$ cat config.mk
export PLATFORM = sky130hd
export DESIGN_NAME = pipeline_stall_controller
export DESIGN_NICKNAME = d
export VERILOG_FILES = /design/src/rtl/pipeline_stall_controller_pkg.sv /design/src/rtl/pipeline_stall_controller_muldiv.sv /design/src/rtl/pipeline_stall_controller.sv
export SDC_FILE = /design/constraint.sdc
export NUM_CORES = 1
export LEC_CHECK = 0
export ABC_AREA = 1
export ABC_CLOCK_PERIOD_IN_PS = 2200
export CELL_PAD_IN_SITES_DETAIL_PLACEMENT = 1
export CELL_PAD_IN_SITES_GLOBAL_PLACEMENT = 1
export CORE_MARGIN = 5
export CORE_UTILIZATION = 36
export DETAILED_ROUTE_END_ITERATION = 10
export PLACE_DENSITY = 0.79
export SYNTH_ARGS = -nofsm -noshare
export SYNTH_HDL_FRONTEND = slang
export SYNTH_SLANG_ARGS = --single-unit
$ cat constraint.sdc
create_clock -name clk_i -period 2.2 [get_ports clk_i]
set_input_delay 0.33 -clock clk_i [delete_from_list [all_inputs] [get_ports clk_i]]
set_output_delay 0.33 -clock clk_i [all_outputs]
set_load 0.05 [all_outputs]
$ cat src/rtl/pipeline_stall_controller_pkg.sv
// Shared types and helpers for the pipeline stall/flush sequencer: mult/div
// state encoding, stall cause priority and the per-register control bundle.
package pipeline_stall_controller_pkg;

  localparam int R_WIDTH            = 32;
  localparam int DEFAULT_MULDIV_LAT = 32;
  localparam int DEFAULT_CNT_WIDTH  = 32;

  typedef enum logic [1:0] {
    MD_IDLE = 2'd0,
    MD_BUSY = 2'd1,
    MD_DONE = 2'd2
  } muldiv_state_t;

  typedef enum logic [2:0] {
    CAUSE_NONE,
    CAUSE_DMEM,
    CAUSE_ID_STALL,
    CAUSE_BRANCH,
    CAUSE_IMEM
  } stall_cause_t;

  typedef struct packed {
    logic pc_keep;
    logic if_id_keep;
    logic if_id_flush;
    logic id_ex_keep;
    logic id_ex_zero;
    logic ex_mem_keep;
    logic mem_wb_zero;
  } pipe_ctrl_t;

  // Highest-priority condition wins; lower ones are ignored for that cycle.
  function automatic stall_cause_t resolve_cause(input logic dmem_wait,
                                                 input logic id_stall,
                                                 input logic branch_taken,
                                                 input logic imem_wait);
    if (dmem_wait)         return CAUSE_DMEM;
    else if (id_stall)     return CAUSE_ID_STALL;
    else if (branch_taken) return CAUSE_BRANCH;
    else if (imem_wait)    return CAUSE_IMEM;
    else                   return CAUSE_NONE;
  endfunction

  function automatic pipe_ctrl_t decode_ctrl(input stall_cause_t cause);
    pipe_ctrl_t c;
    c = '0;
    case (cause)
      CAUSE_DMEM: begin
        c.pc_keep     = 1'b1;
        c.if_id_keep  = 1'b1;
        c.id_ex_keep  = 1'b1;
        c.ex_mem_keep = 1'b1;
        c.mem_wb_zero = 1'b1;
      end
      CAUSE_ID_STALL: begin
        c.pc_keep    = 1'b1;
        c.if_id_keep = 1'b1;
        c.id_ex_zero = 1'b1;
      end
      // Redirect: PC loads the target while the fetched slot is squashed.
      CAUSE_BRANCH: c.if_id_flush = 1'b1;
      CAUSE_IMEM: begin
        c.pc_keep     = 1'b1;
        c.if_id_flush = 1'b1;
      end
      default: c = '0;
    endcase
    return c;
  endfunction

endpackage

$ cat src/rtl/pipeline_stall_controller_muldiv.sv
// Mult/div busy sequencer: IDLE -> BUSY for MULDIV_LAT cycles -> DONE pulse.
// A start is accepted only when the EX/MEM register is not being held.
module muldiv_sequencer
  import pipeline_stall_controller_pkg::*;
#(
  parameter int MULDIV_LAT = DEFAULT_MULDIV_LAT
) (
  input  logic clk_i,
  input  logic rst_i,
  input  logic start,
  input  logic hold,
  output logic busy,
  output logic done
);

  localparam int CW = (MULDIV_LAT > 1) ? $clog2(MULDIV_LAT) : 1;
  localparam logic [CW-1:0] LOAD_VAL = CW'(MULDIV_LAT - 1);

  muldiv_state_t state_q, state_d;
  logic [CW-1:0] cnt_q, cnt_d;
  logic          accept;

  assign accept = start & ~hold;

  // NOTE: state registers use non-blocking assignments so every flop samples
  // the pre-edge value; the combinational block below uses blocking ones.
  always_ff @(posedge clk_i) begin
    if (rst_i) begin
      state_q <= MD_IDLE;
      cnt_q   <= '0;
    end else begin
      state_q <= state_d;
      cnt_q   <= cnt_d;
    end
  end

  // NOTE: next-state and counter get their hold values first so no path
  // through the case statement can infer a latch.
  always_comb begin
    state_d = state_q;
    cnt_d   = cnt_q;
    case (state_q)
      MD_IDLE: begin
        if (accept) begin
          state_d = MD_BUSY;
          cnt_d   = LOAD_VAL;
        end
      end
      MD_BUSY: begin
        // Counter keeps running during a data-memory freeze.
        if (cnt_q == '0) state_d = MD_DONE;
        else             cnt_d   = cnt_q - CW'(1);
      end
      MD_DONE: begin
        if (accept) begin
          state_d = MD_BUSY;
          cnt_d   = LOAD_VAL;
        end else begin
          state_d = MD_IDLE;
        end
      end
      default: state_d = MD_IDLE;
    endcase
  end

  assign busy = (state_q == MD_BUSY) & ~rst_i;
  assign done = (state_q == MD_DONE) & ~rst_i;

endmodule

$ cat src/rtl/pipeline_stall_controller.sv
// Central stall/flush sequencer for the 5-stage pipeline: prioritised
// keep/zero/flush controls, mult/div busy tracking and a stall-cycle counter.
module pipeline_stall_controller
  import pipeline_stall_controller_pkg::*;
#(
  parameter int MULDIV_LAT = DEFAULT_MULDIV_LAT,
  parameter int CNT_WIDTH  = DEFAULT_CNT_WIDTH
) (
  input  logic                 clk_i,
  input  logic                 rst_i,
  input  logic                 id_stall_req_i,
  input  logic                 branch_taken_i,
  input  logic                 hilo_use_i,
  input  logic                 muldiv_start_i,
  input  logic                 imem_ready_i,
  input  logic                 dmem_req_i,
  input  logic                 dmem_ready_i,
  output logic                 pc_keep_o,
  output logic                 if_id_keep_o,
  output logic                 if_id_flush_o,
  output logic                 id_ex_keep_o,
  output logic                 id_ex_zero_o,
  output logic                 ex_mem_keep_o,
  output logic                 mem_wb_zero_o,
  output logic                 muldiv_busy_o,
  output logic                 muldiv_done_o,
  output logic [CNT_WIDTH-1:0] stall_cycles_o
);

  logic         dmem_wait, imem_wait, id_stall;
  stall_cause_t cause;
  pipe_ctrl_t   ctrl;

  assign dmem_wait = dmem_req_i & ~dmem_ready_i;
  assign imem_wait = ~imem_ready_i;
  assign id_stall  = id_stall_req_i | (hilo_use_i & muldiv_busy_o);

  assign cause = resolve_cause(dmem_wait, id_stall, branch_taken_i, imem_wait);
  assign ctrl  = rst_i ? '0 : decode_ctrl(cause);

  assign pc_keep_o     = ctrl.pc_keep;
  assign if_id_keep_o  = ctrl.if_id_keep;
  assign if_id_flush_o = ctrl.if_id_flush;
  assign id_ex_keep_o  = ctrl.id_ex_keep;
  assign id_ex_zero_o  = ctrl.id_ex_zero;
  assign ex_mem_keep_o = ctrl.ex_mem_keep;
  assign mem_wb_zero_o = ctrl.mem_wb_zero;

  // A mult/div entering EX while EX/MEM is frozen has not really issued yet.
  muldiv_sequencer #(
    .MULDIV_LAT(MULDIV_LAT)
  ) u_muldiv (
    .clk_i(clk_i),
    .rst_i(rst_i),
    .start(muldiv_start_i),
    .hold (ex_mem_keep_o),
    .busy (muldiv_busy_o),
    .done (muldiv_done_o)
  );

  logic [CNT_WIDTH-1:0] stall_cnt_q;

  always_ff @(posedge clk_i) begin
    if (rst_i)
      stall_cnt_q <= '0;
    else if (pc_keep_o && (stall_cnt_q != '1))
      stall_cnt_q <= stall_cnt_q + CNT_WIDTH'(1);
  end

  assign stall_cycles_o = stall_cnt_q;

endmodule

==> results.sh, run 1 <==
export IMPL_gp_congestion=0.862
export IMPL_fill_cells=1039
export IMPL_numPortBuffers=49
export IMPL_clockPowerShare=0.317
export IMPL_r2r_start="stall_cycles_o[8]"
export IMPL_syn_to_final_growth_pct=25.3
export IMPL_grt_pass1_vias=3128
export IMPL_n_antenna_cell=0
export IMPL_vias_per_cell=4.97
export IMPL_swShare=0.301
export IMPL_max_slew_margin_rel=0.654
export IMPL_report_final_slew_viol_count=0
export IMPL_met1_usage=0.246
export IMPL_cp_start_kind="register"
export IMPL_cts_resized=0
export IMPL_finalClockSkew_ps=5.77
export IMPL_worstSetupStartpoint="stall_cycles_o[2]"
export IMPL_grt_busiest_layer="met2"
export IMPL_path_max_fanout=7
export IMPL_worstPathArrival_ps=1660
export IMPL_root_buffer="clkbuf_8"
export IMPL_antenna_found_initial=0
export IMPL_initial_utilization=0.370
export IMPL_crit_buf_inv=1
export IMPL_ys_seq_elements=39
export IMPL_cpLargestDelayFamily="buffers and inverters"
export IMPL_setup_slack_ps=208
export IMPL_core_area_um2=7290
export IMPL_p_leak_nw=1.19
export IMPL_ys_warn_count=0
export IMPL_clk_pin_slew_ps=80
export IMPL_die_w_um=96.6
export IMPL_ys_seq_area_frac=0.289
export IMPL_ant_nets=0
export IMPL_wire_per_inst_um=14.2
export IMPL_syn_avg_cell_area_um2=5.97
export IMPL_synth_cells=452
export IMPL_final_period_utilization=0.905
export IMPL_whs_ps=444
export IMPL_syn_area_um2=2700
export IMPL_crit_slowest_cell="clkdlybuf4s50_1"
export IMPL_tns_ps=0
export IMPL_grt_use_met3=0.0279
export IMPL_cts_buffers=5
export IMPL_setup_viol=0
export IMPL_slowest_delay_ps=870
export IMPL_crit_type="register to primary output"
export IMPL_hold_viol=0
export IMPL_final_common_cell="nand2_1"
export IMPL_met2_usage=0.357
export IMPL_switching_power_mw=0.441
export IMPL_die_area_um2=9320
export IMPL_seqPwrFrac=0.505
export IMPL_crit_required_ps=1870
export IMPL_finalPower_mw=1.47
export IMPL_h_tree_depth=2
export IMPL_fmax_ghz=0.502
export IMPL_critPathCaptureType="primary output"
export IMPL_tightestPinTransition_ps=517
export IMPL_grt_max_degree=33
export IMPL_clock_latency_ps=290
export IMPL_nets=518
export IMPL_combPwrFrac=0.178
export IMPL_hp_class="primary input to register"
export IMPL_fp_row_count=31
export IMPL_gr_total_overflow=0
export IMPL_num_vias=3004
export IMPL_hpwl_um=6810
export IMPL_min_from="rst_i"
export IMPL_status="complete, no violations"
export IMPL_cts_tree="done"
export IMPL_p_int_mw=1.03
export IMPL_fp_dieH_um=96.6
export IMPL_drt_pass1_iterations=4
export IMPL_grt_setup_unrepaired="no"
export IMPL_drt_total_wl_um=8580
export IMPL_worstPathCellList="clkdlybuf4s50_1"
export IMPL_grt_pass1_wl_um=14600
export IMPL_pin_count=50
export IMPL_final_cell_mix="181 x nand2_1, 57 x nor2_1, 43 x inv_1"
export IMPL_drt_iter0_drc=63
export IMPL_post_cts_buffers=0
export IMPL_ctsHoldBuffers=0
export IMPL_cap_violations=0
export IMPL_powerDensity_nw_per_um2=434
export IMPL_peakVddDrop_v=0.000259
export IMPL_cts_path_max_buffers=2
export IMPL_drive_above_1_share=0.109
export IMPL_fin_crit_ps=1990
export IMPL_grt_use_total=0.198
export IMPL_cts_num_sinks=39
export IMPL_place_ws_ps=156
export IMPL_drc=0
export IMPL_yosysUniqueCellTypes=27
export IMPL_synth_fp_nets=464
final timing paths:
path,end,slack (ps),cells after the start
min reg2reg,u_muldiv.cnt_q[4],500,2
max,stall_cycles_o[2],210,1
max reg2reg,stall_cycles_o[12],250,8
min,u_muldiv.state_q[0],440,4
cell families after synthesis:
family,share of synthesized area
simple gates,0.468
buf+inv,0.0955
compound gates,0.0979
flops,0.289
xor+xnor,0.0357
fa+ha+maj,0.0139
synth_stat cells:
| cell | number | area share |
|---|---|---|
| nand2_1 | 181 | 0.25 |
| nor2_1 | 57 | 0.079 |
| inv_1 | 43 | 0.060 |
| dfxtp_1 | 39 | 0.29 |
| nand3_1 | 39 | 0.072 |
| a21oi_1 | 19 | 0.035 |
| a21oi_2 | 14 | 0.045 |
| xor2_1 | 9 | 0.029 |
| nand4_1 | 8 | 0.019 |
| buf_2 | 5 | 0.0093 |
| clkbuf_1 | 5 | 0.0070 |
| buf_6 | 3 | 0.013 |
| ha_1 | 3 | 0.014 |
| nand2_2 | 3 | 0.0070 |
| nor2_2 | 3 | 0.0070 |
| nor2_4 | 3 | 0.013 |
| nor3_1 | 3 | 0.0056 |
| a31oi_1 | 2 | 0.0046 |
| buf_4 | 2 | 0.0056 |
| o21ai_0 | 2 | 0.0037 |
| o31ai_1 | 2 | 0.0056 |
| xnor2_1 | 2 | 0.0065 |
| a2111oi_0 | 1 | 0.0032 |
| inv_2 | 1 | 0.0014 |
| nand2_4 | 1 | 0.0042 |
| nand3_4 | 1 | 0.0065 |
| nand3b_1 | 1 | 0.0028 |
power groups by stage:
stage	combinational, mW	sequential [mW]	clock [mW]
detailed placement	0.263	0.758	0
global placement	0.255	0.757	0
floorplan	0.177	0.766	0
CTS	0.264	0.741	0.478
global route	0.292	0.744	0.501
finish	0.261	0.741	0.464
routing by layer:
metal | part of all wire | routed length (µm) | up-vias
met1 | 0.47 | 4040 | 1428
li1 | - | - | 1521
met2 | 0.49 | 4170 | 47
met3 | 0.033 | 280 | 8
met4 | 0.011 | 93 | 0
met5 | 0 | 0 | -
cell type report:
class,count,area (µm²),area share
flip-flops and latches,39,781,0.231
inverters,44,165,0.0489
multi-input cells,354,1670,0.493
clock buffers,6,72.6,0.0215
well taps,99,124,0.0366
repair buffers,62,573,0.170
per-stage QoR:
step / area (µm²) / cells / utilization
floorplan: 2700 / 452 / -
global placement: 3310 / 598 / 0.454
detailed placement: 3310 / 598 / 0.454
CTS: 3380 / 604 / 0.464
global route: 3380 / 604 / 0.464
finish: 3380 / 604 / 0.464
state kept, by name, indices dropped and copies added, names as in the netlist:
name / count
u_muldiv.cnt_q: 5
stall_cycles_o: 32
u_muldiv.state_q: 2
No activity file was read; power rests on OpenSTA's default activity.
==> inputs of run 2 (changes only) <==
CORE_UTILIZATION = 37   (was 36)
CTS_BUF_LIST = sky130_fd_sc_hd__clkbuf_4 sky130_fd_sc_hd__clkbuf_8   (was default)
PLACE_DENSITY = 0.81   (was 0.79)
==> run 2 against run 1 <==
- clock skew rose by 2.4 ps
- critical endpoint is now stall_cycles_o[0]
- via count rose by 1.8%
- clock power rose by 37%
- wire length rose by 2.5%
- largest power group unchanged
- sequential share of layout area fell by 0.20 points
- die area fell by 2.4%
- first-iteration DRC count rose by 75%
- register-to-register slack barely moved
- flip-flop and latch count did not move
==> results.sh, run 2 (synthesized netlist as in run 1, its figures left out) <==
export IMPL_drc=0
export IMPL_die_area_um2=9100
export IMPL_ant_nets=0
export IMPL_path_max_fanout=6
export IMPL_num_vias=3057
export IMPL_drt_total_wl_um=8800
export IMPL_drt_pass1_iterations=4
export IMPL_final_common_cell="nand2_1"
export IMPL_fp_dieH_um=95.4
export IMPL_core_area_um2=7180
export IMPL_wire_per_inst_um=14.6
export IMPL_slowest_delay_ps=800
export IMPL_crit_slowest_cell="clkdlybuf4s50_1"
export IMPL_numPortBuffers=49
export IMPL_finalClockSkew_ps=8.17
export IMPL_cts_resized=0
export IMPL_peakVddDrop_v=0.000269
export IMPL_cp_start_kind="register"
export IMPL_largest_register_ffs=32
export IMPL_drt_iter0_drc=110
export IMPL_nets=516
export IMPL_die_w_um=95.4
export IMPL_worstPathCellList="buf_4, clkdlybuf4s50_1"
export IMPL_final_cell_mix="181 x nand2_1, 57 x nor2_1, 43 x inv_1"
export IMPL_place_ws_ps=134
export IMPL_grt_setup_unrepaired="no"
export IMPL_cts_path_max_buffers=2
export IMPL_tightestPinTransition_ps=520
export IMPL_fp_row_count=31
export IMPL_grt_max_degree=34
export IMPL_final_cells=604
export IMPL_grt_pass1_vias=3189
export IMPL_drive_above_1_share=0.111
export IMPL_fin_crit_ps=1980
export IMPL_setup_viol=0
export IMPL_cts_tree="done"
export IMPL_pin_count=50
export IMPL_h_tree_depth=2
export IMPL_hold_viol=0
export IMPL_n_antenna_cell=0
export IMPL_post_cts_buffers=0
export IMPL_initial_utilization=0.376
export IMPL_antenna_found_initial=0
export IMPL_tns_ps=0
export IMPL_vias_per_cell=5.06
export IMPL_p_leak_nw=1.20
export IMPL_clk_pin_slew_ps=80
export IMPL_crit_type="register to primary output"
export IMPL_crit_buf_inv=2
export IMPL_report_final_slew_viol_count=0
export IMPL_dp_cells=596
export IMPL_finalPower_mw=1.64
export IMPL_worstPathArrival_ps=1650
export IMPL_critPathCaptureType="primary output"
export IMPL_max_slew_margin_rel=0.652
export IMPL_grt_pass1_wl_um=15000
export IMPL_syn_to_final_growth_pct=26.4
export IMPL_hp_class="primary input to register"
export IMPL_clock_latency_ps=300
export IMPL_setup_slack_ps=216
export IMPL_fmax_ghz=0.504
export IMPL_hpwl_um=6830
export IMPL_powerDensity_nw_per_um2=481
export IMPL_root_buffer="clkbuf_8"
export IMPL_ctsHoldBuffers=0
export IMPL_cts_num_sinks=39
export IMPL_whs_ps=356
export IMPL_gp_congestion=0.861
export IMPL_cap_violations=0
export IMPL_status="complete, no violations"
export IMPL_final_period_utilization=0.902
export IMPL_gr_total_overflow=0
export IMPL_grt_use_total=0.208
export IMPL_crit_required_ps=1870
export IMPL_cts_buffers=5
export IMPL_cpLargestDelayFamily="buffers and inverters"
==> run 2: path summary, 6_finish.rpt <==
check,startpoint,end,slack [ps],depth (start not counted)
max,stall_cycles_o[0],stall_cycles_o[0],220,2
min,rst_i,u_muldiv.cnt_q[4],360,2
max reg2reg,stall_cycles_o[1],stall_cycles_o[23],250,9
min reg2reg,u_muldiv.cnt_q[4],u_muldiv.cnt_q[4],500,2
==> run 2: area by class of cell <==
| type | count | area [µm²] |
|---|---|---|
| repair buffers | 60 | 558 |
| clock inverters | 2 | 35.0 |
| flip-flops and latches | 39 | 781 |
| well taps | 99 | 124 |
| multi-input cells | 354 | 1670 |
| clock buffers | 6 | 82.6 |
| fillers | 994 | 3760 |
| inverters | 44 | 165 |
==> run 2: routing by layer <==
layer | track usage | wire (µm) | vias up
li1 | - | - | 1517
met1 | 0.261 | 4060 | 1482
met2 | 0.369 | 4370 | 49
met3 | 0.0355 | 274 | 9
met4 | 0.0474 | 93 | 0
met5 | 0 | 0 | -
==> run 2: stage by stage <==
step,util,instance area (µm²)
2_1_floorplan,-,2700
3_3_place_gp,0.459,3290
3_5_place_dp,0.459,3290
4_1_cts,0.475,3410
5_1_grt,0.475,3410
6_report,0.475,3410
==> run 2: worst reg2reg max path: stages (launching register included) <==
cell and delay, ps:
dfxtp_1 400, ha_1 210, nand2_2 100, nor2_4 220, nand2_4 110, nor2_4 150
nand2_2 110, nand3_4 300, nand2_1 140, a21oi_2 150
==> run 2: power by group <==
group / internal [mW] / switching [mW] / leakage [nW]
clock: 0.367 / 0.270 / 0.0612
combinational: 0.0841 / 0.176 / 0.827
sequential: 0.727 / 0.0164 / 0.316
total: 1.18 / 0.462 / 1.20
